**src/rtl/instr_fetch_unit.sv**
```systemverilog
// instr_fetch_unit: program counter plus a single-outstanding instruction fetch
// with memory handshake, timeout abort and decoded instruction fields.
module instr_fetch_unit #(
    parameter int ADDR_W  = 8,
    parameter int INSTR_W = 8,
    parameter int TIMEOUT = 15
) (
    input  logic              clk,
    input  logic              rst,
    input  logic              fetch_pulse,
    input  logic              pc_pulse,
    input  logic [1:0]        pc_ctrl,
    input  logic [ADDR_W-1:0] pc_target,
    output logic              mem_req,
    output logic [ADDR_W-1:0] mem_addr,
    input  logic              mem_ack,
    input  logic [INSTR_W-1:0] mem_rdata,
    output logic              fetch_done,
    output logic [3:0]        opcode,
    output logic [1:0]        rd,
    output logic [1:0]        rs,
    output logic [ADDR_W-1:0] pc,
    output logic              fetch_err
);
    localparam int CW = $clog2(TIMEOUT + 1);

    typedef enum logic [1:0] {IDLE, REQ, DONE} state_t;

    state_t             state;
    logic [INSTR_W-1:0] ir;
    logic [ADDR_W-1:0]  fetch_addr;
    logic [CW-1:0]      wait_cnt;

    assign mem_addr = fetch_addr;
    assign opcode   = ir[7:4];
    assign rd       = ir[3:2];
    assign rs       = ir[1:0];

    always_ff @(posedge clk or posedge rst) begin
        if (rst) begin
            state      <= IDLE;
            ir         <= '0;
            fetch_addr <= '0;
            wait_cnt   <= '0;
            mem_req    <= 1'b0;
            fetch_done <= 1'b0;
            fetch_err  <= 1'b0;
        end else begin
            case (state)
                IDLE, DONE: begin
                    if (fetch_pulse) begin
                        state      <= REQ;
                        fetch_addr <= pc;
                        wait_cnt   <= '0;
                        mem_req    <= 1'b1;
                        fetch_done <= 1'b0;
                        fetch_err  <= 1'b0;
                    end
                end
                REQ: begin
                    // fetch_pulse is deliberately ignored while a request is outstanding
                    if (mem_ack) begin
                        ir         <= mem_rdata;
                        state      <= DONE;
                        mem_req    <= 1'b0;
                        fetch_done <= 1'b1;
                    end else if (wait_cnt == CW'(TIMEOUT - 1)) begin
                        state     <= IDLE;
                        mem_req   <= 1'b0;
                        fetch_err <= 1'b1;
                    end else begin
                        wait_cnt <= wait_cnt + 1'b1;
                    end
                end
                default: state <= IDLE;
            endcase
        end
    end

    always_ff @(posedge clk or posedge rst) begin
        if (rst)
            pc <= '0;
        else if (pc_pulse)
            pc <= (pc_ctrl == 2'b01) ? pc + 1'b1 :
                  (pc_ctrl == 2'b10) ? pc_target :
                  (pc_ctrl == 2'b11) ? '0 : pc;
    end
endmodule

```
**config.mk**
```make
export PLATFORM = sky130hd
export DESIGN_NAME = instr_fetch_unit
export DESIGN_NICKNAME = d
export VERILOG_FILES = /design/src/rtl/instr_fetch_unit.sv
export SDC_FILE = /design/constraint.sdc
export NUM_CORES = 1
export LEC_CHECK = 0
export ABC_AREA = 0
export ABC_CLOCK_PERIOD_IN_PS = 1400
export BUFFER_PORTS_ARGS = -buffer_cell sky130_fd_sc_hd__buf_2
export CAP_MARGIN = 20
export CORE_MARGIN = 1
export CORE_UTILIZATION = 45
export CTS_CLUSTER_DIAMETER = 40
export DETAILED_ROUTE_END_ITERATION = 12
export HOLD_SLACK_MARGIN = 0.06
export MAX_ROUTING_LAYER = met4
export PLACE_DENSITY = 0.73
export SYNTH_ARGS = -nofsm -noshare
export SYNTH_HDL_FRONTEND = slang
export SYNTH_SLANG_ARGS = --single-unit
export TNS_END_PERCENT = 50
```
**constraint.sdc**
```tcl
create_clock -name clk -period 1.4 [get_ports clk]
set_input_delay 0.28 -clock clk [delete_from_list [all_inputs] [get_ports clk]]
set_output_delay 0.28 -clock clk [all_outputs]
set_load 0.005 [all_outputs]
```
==> qor.csv <==
metric;value;unit
number of CTS-inserted buffers;5;
Critical Path RT;1680;ps
count of cell types in the netlist;35;
H-tree depth;2;
post-synthesis sequential area ratio;53.0;%
DRC viols;0;
CTS sink count;33;
synth warn;0;
critical path arrival;1710;ps
Synth Area in Compound Gates;13.4;%
crit path max fanout;4;
GRT Util Overall;22.6;%
Mean Syn Cell Area;11.3;µm²
clk_skew;5.70;ps
Antenna Cells;0;
fin util;61.6;%
max_cap viols;0;
Post-synth top flop;dfrtp_1;
drt first pass iters;4;
Skew-Pair Late Insertion Delay;340;ps
routed wire length;3.65;mm
Setup CP Type;reg2reg;
Hold Path Class;in2reg;
area leader, netlist;dfrtp_1;
final critical-path share of the clock period;102;%
worst r2r dst;pc[6];
WL/cell;14.5;µm
Core Region;0.00334;mm²
mapped cell area;0.00156;mm²
fmax;702;MHz
Final Hold Fails;0;
status;finished with violations;
initial antenna violation count;0;
largest net degree at the start of global routing;34;
EDFF count, synth;0;
Cells after Synth;138;
hold slack final;167;ps
row cnt;21;
P_int;2110;µW
Min Clock Period, post-route;1430;ps
Power Dens Cells;1490;mW/mm²
setup tns final;-25.5;ps
hold path depth;2;
DR vias;1319;
power share of the clock group;20.2;%
initial core utilization;46.7;%
total grt overflow;0;
Rel. slew slack;71.6;%
P&R area growth vs syn;31.9;%
nets;230;
worst setup path start;pc[1];
layout cell share with drive strength beyond 1;45.4;%
critical hold path startpoint;mem_rdata[2];
Ports;50;
IO buf count;49;
clock slew at reported path FFs;100;ps
hold path endpoint;ir[2];
area share of the largest cell type after synthesis;53.0;%
Adder-Cell Fraction of Synth Area;2.41;%
Die Height;60.9;µm
R2R Path Start;pc[1];
violated checks;setup timing;
worst vdd ir;0.000794;V
GP Congestion;0.961;
Sw Share;31.3;%
Leakage;0.00105;µW
clk root buf;clkbuf_4;
die area;0.00370;mm²
Slew Limit Fails;0;
initial DRC count;43;
Sequential Power Share;47.4;%
Max Root-Sink Buffers;2;
first-pass GRT wire length;5.69;mm
post-route ant nets;0;
CTS tree;built;
simple-gate share of the synthesized area;14.9;%
Area contributors post-synth;dfrtp_1, mux2_2, nand2_1, mux2i_1, o21ai_0;
worst setup margin;-25.5;ps
flop2flop setup slack;-30;ps
Worst Setup Start Kind;register;
Async SR Flop Fraction;100;%
final instance area;0.00206;mm²
Worst-Margin Slew;426;ps
Post-Synth XOR/XNOR Area;0;%
Via density;5.25;
DP Area;0.00196;mm²
RSZ-0062 raised after global routing;yes;
vias in the first global route;1230;
Post-Syn Nets;164;
post-synthesis mux area share;12.7;%
switching pwr;961;µW
R2R cell count;4;
largest family of logic cells by synthesized area;simple AND/OR/NAND/NOR gates;
Die W;60.9;µm
crit end category;register;
Setup Viol. Count Final;1;
fillers;317;
register bit total from synthesis;33;
Final HPWL DP;2.65;mm
Comb pwr share;32.5;%
-- layout make-up --
cell class                      instances  area (µm²)  area share (%)
Sequential cell                        33         826            40.1
Clock inverter                          1        5.00           0.243
Multi-Input combinational cell         92         693            33.7
Clock buffer                            7        65.1            3.16
Tap cell                               46        57.6            2.80
Inverter                                6        22.5            1.09
Timing Repair Buffer                   66         388            18.9
-- power by group through the flow --
stage	combinational, µW	clock (µW)	sequential, µW
2_1_floorplan	461	0	1490
3_3_place_gp	958	0	1440
3_5_place_dp	996	0	1470
4_1_cts	1010	634	1450
5_1_grt	1120	682	1490
6_report	996	619	1450
-- synthesized netlist by cell type (3+ instances only) --
cell / count
nor2b_1: 4
inv_1: 6
o21ai_0: 8
mux2i_1: 4
nand3_1: 6
ha_1: 3
a21oi_1: 6
nand2b_1: 4
nand2_1: 11
a31oi_1: 4
buf_2: 6
mux2_2: 14
dfrtp_1: 33
and3_1: 4
-- timing repair --
action                                 4_1_cts  5_1_grt
hold buffers                                 1        0
pin swaps                                    1        1
gates resized for setup                      0        1
setup endpoints to repair                    1        3
buffers inserted                             1        1
endpoints found under the hold margin       33        0
-- cell families (layout without fill, tap and decap cells) --
logic type	after synthesis	count (layout)
AO/OA/AOI/OAI	31	31
flip-flops	33	33
AND/OR/NAND/NOR	40	40
adder cells (fa/ha/maj)	3	3
multiplexers	18	18
buffers and inverters	13	80
-- layer usage --
metal | vias to the layer above | routed length [µm] | part of all wire, % | global-route usage [%]
li1 | 633 | - | - | -
met1 | 637 | 1560 | 43 | 24.8
met5 | - | 0 | 0 | -
met2 | 41 | 1830 | 50 | 38.0
met4 | 0 | 80 | 2.2 | 10.1
met3 | 8 | 174 | 4.8 | 6.40
-- state kept, by name, summed over array words and instances (netlist names) --
signal	cells
mem_req	1
fetch_done	1
state	2
pc	8
wait_cnt	4
fetch_err	1
mem_addr	8
ir	8
-- per-stage QoR --
step | total power [µW] | cells | setup slack (ps)
CTS | 3100 | 250 | -21.1
global placement | 2400 | 240 | 40.3
finish | 3070 | 251 | -25.5
detailed placement | 2470 | 240 | -21.0
floorplan | 1950 | 138 | -60.1
global route | 3300 | 251 | -69.0
-- layout by cell type, fill, tap and decap left out, types with 3 or more instances in the layout --
cell type,Yosys,final
dfrtp_1,33,33
a21oi_1,6,6
nand2b_1,4,4
nor2b_1,4,4
clkbuf_4,0,5
nand3_1,6,5
buf_4,0,15
nand2_1,11,11
buf_2,6,49
mux2_2,14,14
a31oi_1,4,4
and3_1,4,3
inv_1,6,6
o21ai_0,8,8
mux2i_1,4,4
-- critical path, stage by stage, from the launching register on --
cell and delay, ps:
dfrtp_1 400, ha_2 190, and3_4 190, or4b_4 460
a2bb2oi_2 120
-- worst max path at each step --
| stage | cells after the start | to | slack (ps) |
|---|---|---|---|
| 2_1_floorplan | 4 | pc[6] | -60 |
| 3_3_place_gp | 4 | pc[6] | 40 |
| 3_5_place_dp | 4 | pc[6] | -20 |
| 4_1_cts | 4 | pc[6] | -20 |
| 5_1_grt | 4 | pc[6] | -70 |
| 6_report | 4 | pc[6] | -30 |
No activity file was read; power rests on OpenSTA's default activity.
